## config.mk

```make
export PLATFORM = sky130hd
export DESIGN_NAME = fetch_unit
export DESIGN_NICKNAME = d
export VERILOG_FILES = /design/src/rtl/fetch_unit.sv
export SDC_FILE = /design/constraint.sdc
export NUM_CORES = 1
export LEC_CHECK = 0
export ABC_AREA = 0
export CORE_ASPECT_RATIO = 0.8
export CORE_MARGIN = 10
export CORE_UTILIZATION = 48
export DETAILED_ROUTE_END_ITERATION = 8
export PLACE_DENSITY = 0.82
export SLEW_MARGIN = 0
export SYNTH_ARGS = -nofsm -noshare
export SYNTH_HDL_FRONTEND = slang
export SYNTH_SLANG_ARGS = --single-unit
```

## constraint.sdc

```tcl
create_clock -name clk -period 4.06 [get_ports clk]
set_input_delay 0.812 -clock clk [delete_from_list [all_inputs] [get_ports clk]]
set_output_delay 0.812 -clock clk [all_outputs]
set_load 0.03 [all_outputs]
```

## src/rtl/fetch_unit.sv

```systemverilog
// fetch_unit: MIPS instruction fetch stage with ready-handshake imem port and next-PC select
`timescale 1ns/1ps
module fetch_unit #(
  parameter logic [31:0] RESET_PC = 32'h0000_0000
) (
  input  logic        clk,
  input  logic        rst_n,
  output logic        imem_req,
  output logic [31:0] imem_addr,
  input  logic        imem_ready,
  input  logic [31:0] imem_rdata,
  output logic [31:0] instr,
  output logic        instr_valid,
  output logic [5:0]  Op,
  output logic [5:0]  Funct,
  output logic [31:0] instr_pc,
  output logic [31:0] pc_plus4,
  input  logic        instr_ack,
  input  logic        Branch,
  input  logic        Zero,
  input  logic        Jump,
  output logic [31:0] retired_count
);
  localparam logic [31:0] RST_PC = {RESET_PC[31:2], 2'b00};
  typedef enum logic [1:0] {BOOT, FETCH, VALID} state_t;
  state_t state, state_nxt;
  logic [31:0] pc, next_pc, br_off;
  assign imem_req    = state == FETCH;
  assign instr_valid = state == VALID;
  assign imem_addr   = pc;
  assign instr_pc    = pc;
  assign pc_plus4    = pc + 32'd4;
  assign Op          = instr[31:26];
  assign Funct       = instr[5:0];
  assign br_off      = {{14{instr[15]}}, instr[15:0], 2'b00};
  always_comb begin
    next_pc = Jump ? {pc_plus4[31:28], instr[25:0], 2'b00}
            : (Branch && Zero) ? pc_plus4 + br_off : pc_plus4;
    state_nxt = state == BOOT ? FETCH
              : state == FETCH ? (imem_ready ? VALID : FETCH)
              : (instr_ack ? FETCH : VALID);
  end
  always_ff @(posedge clk or negedge rst_n) begin
    if (!rst_n) begin
      state         <= BOOT;
      pc            <= RST_PC;
      instr         <= '0;
      retired_count <= '0;
    end else begin
      state <= state_nxt;
      if (state == FETCH && imem_ready) instr <= imem_rdata;
      if (state == VALID && instr_ack) begin
        pc            <= next_pc;
        retired_count <= retired_count + 32'd1;
      end
    end
  end
endmodule
```

Yosys cells after proc, flatten, opt, wreduce, memory -nomap -nowiden. Cells that the tools add are included.

Register bits: 98. Input port bits: 39. Output and inout bits: 174. Word-level logic and storage cells: 19.

Add/subtract/negate cells: 3. Eq/ne operators: 2. Muxes and demuxes: 6. Reductions and logical operators: 4.

Operators by type and width (count): $mux 32 (2); $add 32x1->32 const B (1); $add 32x3->32 const B (1); $add 32x32->32 (1); $mux 2 (4); $logic_and 1x1->1 (3); $eq 2x1->1 const B (1); $eq 2x2->1 const B (1); $logic_not 2->1 (1).

Longest topological paths before layout.
Word-level depth: 4. Depth in mapped cells: 16. Depth with buffers taken out: 16.

Worst setup path before layout. OpenSTA, ideal clock, no wires.

Path kind: flip-flop to flip-flop. Start: reg pc[9], in the netlist imem_addr[9]. End: reg pc[31], in the netlist imem_addr[31]. Setup time: 92 ps. Arrival: 4052 ps. Required time: 3968 ps. Slack: -84 ps. Stages on the path, launching flop included: 16. Buffers on the path: 0. Period minus slack after synthesis: 4144 ps. Cells stage by stage: dfrtp_1 > nand4_1 > nor2_1 > nand2_2 > nor3_4 > nand3_1 > xnor2_1 > ha_1 > and2_1 > and3_1 > o211ai_1 > a31oi_1 > a2111oi_4 > xnor2_1 > a21oi_1 > o31ai_2.

Cells in the longest elaborated chain, start to end: 4.

RTL lines: from (decl) (RTL line 27) `logic [31:0] pc, next_pc, br_off;`; from (signal assigned) (RTL line 53) `pc <= next_pc;`; $add 32x3->32 (RTL line 32) `assign pc_plus4 = pc + 32'd4;`; named net pc_plus4[27] (RTL line 17) `output logic [31:0] pc_plus4,`; $add 32x32->32 (RTL line 38) `: (Branch && Zero) ? pc_plus4 + br_off : pc_plus4;`; $mux 32 (RTL line 38); $mux 32 (RTL line 37) `next_pc = Jump ? {pc_plus4[31:28], instr[25:0], 2'b00}`.

The timed path passes the listed nets, and every way through them passes these cells. A chain may end at the register's enable or synchronous reset.

Final worst setup path.
Start: reg pc[4], in the netlist imem_addr[4]. End: out pc_plus4[21].

Cells in the longest elaborated chain, start to end: 1.

RTL lines (RTL line): $add 32x3->32 (32); to (decl) (17).

No other way between the ends.

==> metrics list <==
- The run finished with clean final reports.
* Transition at the pin with the smallest max-transition slack: 0.668 ns
* Areal power density over the cells: 1020 nW/um2
- Setup slack on the worst flop-to-flop path: ~0.19 ns
- Synth async-reset ratio: 1.00
* Count of port buffers added during placement: 206
- Area after DPL: just under 9000 um2
- The HPWL after detailed placement is 17.9 mm.
- XOR/XNOR share of the synthesized area: 0.104
* Die area: about 19000 um2
- After synthesis, the largest family of logic cells by area is simple AND/OR/NAND/NOR gates.
- Of the total synthesized cell area, the portion taken by AND, OR, NAND and NOR gates is 0.174.
* Proportion of netlist area held by the largest area contributor: 0.352
* Portion of the clock cycle consumed by the worst path in the final layout: 0.960
- Dominant register cell in the synthesized netlist: sky130_fd_sc_hd__dfrtp_1
* Final worst-path setup slack: between 0.15 and 0.2 ns
* Critical path data arrival time: about 3 ns
- Number of vias per cell: just under 6
- TritonCTS built the clock tree.
- The number of antenna violations at the first check in global routing came to 0.
- Level count of the clock H-tree: 3
- Clock-pin slew was measured on the worst setup and hold paths at roughly 0.080 ns.
- Number of DRC markers in iteration 0: slightly above 800
- Entering global routing, the biggest net connects 38 pins.
- The tree is rooted in a sky130_fd_sc_hd__clkbuf_16.
- For this configuration, the core starts out at a cell density of 0.497.
- Peak fanout along the critical path: 8
- Across the routed clock network, the largest skew measured is approximately 0.011 ns.
- Dividing the detail-routed wire length by the instance count gives between 20 and 25 um.
- Clock sink count: 96
- Final Hold Viols: 0
- After synthesis the netlist holds a flip-flop and latch count of between 90 and 100.
- In this run the horizontal extent of the chip is 153 um.
- Final #Nets: approximately 990
- Of the synthesized area, sequential elements account for 0.352.
- Synthesis-to-finish area growth: 35.2%
- Final setup fails: 0
* Post-detailed-route count of antenna-violating nets: 0
- Clock tree synthesis inserted a total of 9 buffers.
- Multiplexer area fraction after synthesis: 0.0618
- The area fraction in compound gates after synthesis was 0.163.
- In this run, synthesis inferred 0 flip-flops with an integrated enable.
- After floorplanning, the core was divided into 38 placement rows.
- Prior to clock tree synthesis, the placed netlist has a worst setup slack of ~0.19 ns.
- List of cells traversed by the critical path: nand2_1 -> nor3_2 -> buf_4 -> nand3_1 -> nor2_1 -> xor2_1 -> clkdlybuf4s50_1
- Tmin final: approximately 3.9 ns
- For this run, the number of Yosys warnings is 0.
- For this run, design rule violations remaining after detail routing come to 0.
- Gate count after technology mapping: approximately 740
- Across the run, the number of max-cap violations was 0.
* Cells taking the most area after synthesis: sky130_fd_sc_hd__dfrtp_1 (35%), sky130_fd_sc_hd__xnor2_1 (7.2%), sky130_fd_sc_hd__ha_1 (6.8%), sky130_fd_sc_hd__mux2_2 (5.4%), sky130_fd_sc_hd__buf_4 (5.3%)
- STA puts the critical path data required time at ~3.3 ns.
* Number of buffers on the longest clock path: 2
- Number of global-route vias before repair: between 6000 and 7000
- Final non-filler cell area: about 9200 um2
* Tot GR Track Use: 0.226
* Router iterations before antenna repair: 5
- Based on the critical path, the design can be clocked at up to between 200 and 300 MHz.
- Netlist area before placement: about 6800 um2
- The routed layout has around 6400 vias.
- Of the cells placed in the final design, the portion with a size suffix greater than 1 is 0.117.
- The filler cells instantiated in the layout total 1071.
- Vert. Die Dim: about 130 um
- The analysis attributes to cell leakage a power of 3.93 nW.
* Number of ports placed on the die boundary: ~210
- Area of the core: roughly 14000 um2
- The worst setup path is launched from a register.
* Most frequent standard cell in the layout excluding fill and tap cells: sky130_fd_sc_hd__clkdlybuf4s50_1
- Diode count: 0
- Post-Synth Adder-Cell Area: 0.0708
- After synthesis, the mean cell area works out to just over 9 um2.
- By startpoint and endpoint, the worst setup path is classified as reg2out.
- Across the VDD grid, the largest voltage drop is roughly 0.64 mV.
- After layout, the design draws a total of between 9 and 10 mW.
- The tightest min-delay check is of the in2async type.
* Worst slew margin relative to its limit: 0.551
- Crit path max-delay cell type: sky130_fd_sc_hd__clkdlybuf4s50_1
- Wires add up to about 23 mm.
- Global routing finished with a remaining overflow of 0.
- The max-slew violation total from the final report is 0.
- CP peak stage delay: 0.80 ns
- The worst setup path is captured at an output port.
* Wire length of the first global-routing pass: approximately 36 mm
- Clock insertion delay at the later pin of the skew report: about 0.35 ns
* Cell variety after synth: between 70 and 80
- Combined area of the multi-input logic cells: between 3000 and 4000 um2
- Sequential standard cell area: around 2400 um2
* Yosys top cell by area: sky130_fd_sc_hd__dfrtp_1
- The congestion estimate from routability-driven global placement came to slightly above 1.
- Leaving out fill and tap cells, the most frequent cells in the layout are sky130_fd_sc_hd__clkdlybuf4s50_1 (205), sky130_fd_sc_hd__dfrtp_1 (95), sky130_fd_sc_hd__nand2_1 (73).
cell families (layout without fill, tap and decap cells):
| group | Yosys count | after routing |
|---|---|---|
| adders and majority gates | 38 | 38 |
| DFF | 96 | 96 |
| AOI/OAI and AO/OA | 160 | 160 |
| muxes | 38 | 38 |
| buffers and inverters | 86 | 266 |
| xor gates and xnor gates | 81 | 81 |
| and+or+nand+nor | 235 | 235 |
| other | 1 | 6 |
worst paths after layout:
check,startpoint,end,cells after the start
setup reg to reg,imem_addr[3],imem_addr[31],16
setup / recovery,imem_addr[4],pc_plus4[21],7
hold / removal,rst_n,instr[2],1
hold reg to reg,retired_count[31],retired_count[31],1
min in group clk,retired_count[31],retired_count[31],1
max in group asynchronous,rst_n,retired_count[18],2
layer usage:
metal / routed length (um) / up-vias / GRT usage
met5: 0 / - / 0
met4: 209 / 0 / 0.0426
met3: 2870 / 26 / 0.0831
met2: 10600 / 345 / 0.357
met1: 9340 / 3101 / 0.292
li1: - / 2938 / -
per-stage QoR:
| step | setup TNS [ns] | util | hold WS [ns] | instances |
|---|---|---|---|---|
| 6_report | 0 | 0.671 | 0.372 | 1100 |
| 5_1_grt | -0.00541 | 0.671 | 0.385 | 1100 |
| 4_1_cts | 0 | 0.668 | 0.382 | 1094 |
| 3_5_place_dp | 0 | 0.645 | 0.463 | 1078 |
| 3_3_place_gp | 0 | 0.645 | 0.461 | 1078 |
| 2_1_floorplan | 0 | - | 0.516 | 740 |
Yosys cell counts, drive strengths merged (5+ instances only):
cell type and count:
buf 55, dfrtp 96, nand2 74, and4 5, o21ai 32, nor4 6
and3 13, nand2b 7, mux2i 5, or2 7, nand4 20, or3 7
a21o 15, nand3 24, o211ai 5, and2 5, inv 17, nor2 50
xnor2 56, mux2 33, nor2b 5, a211oi 9, a21oi 45, ha 37
nor3 9, clkbuf 14, o21bai 5, xor2 25
worst max-delay path, delay by kind of cell (launching register included):
kind	cells	cell delay (ns)
buffers and inverters	2	0.98
XOR/XNOR	1	0.52
AND/OR/NAND/NOR	4	0.69
flip-flops	1	0.53
registers in the layout (all words and copies together), names as in the netlist:
name	flops
instr	32
retired_count	32
imem_addr	30
state	2
final cells by class:
cell class / instances / share of cell area
multi-input combinational: 558 / 0.430
sequential: 96 / 0.261
timing repair buffer: 233 / 0.245
clock buffer: 9 / 0.0244
tap: 180 / 0.0244
clock inverter: 7 / 0.00854
inverter: 17 / 0.00692
power breakdown:
group	internal, mW	leakage, nW	total, mW	switching (mW)
registers	1.28	1.20	1.83	0.546
logic	2.74	2.58	6.66	3.92
clock network	0.442	0.151	0.877	0.435
total	4.46	3.93	9.37	4.91
timing repair:
item,in CTS,in global routing
setup buffers,0,6
endpoints found under the setup margin,0,8
hold buffers,0,0
gates resized for setup,0,5
Note: power is estimated with default switching activity, not from simulation.
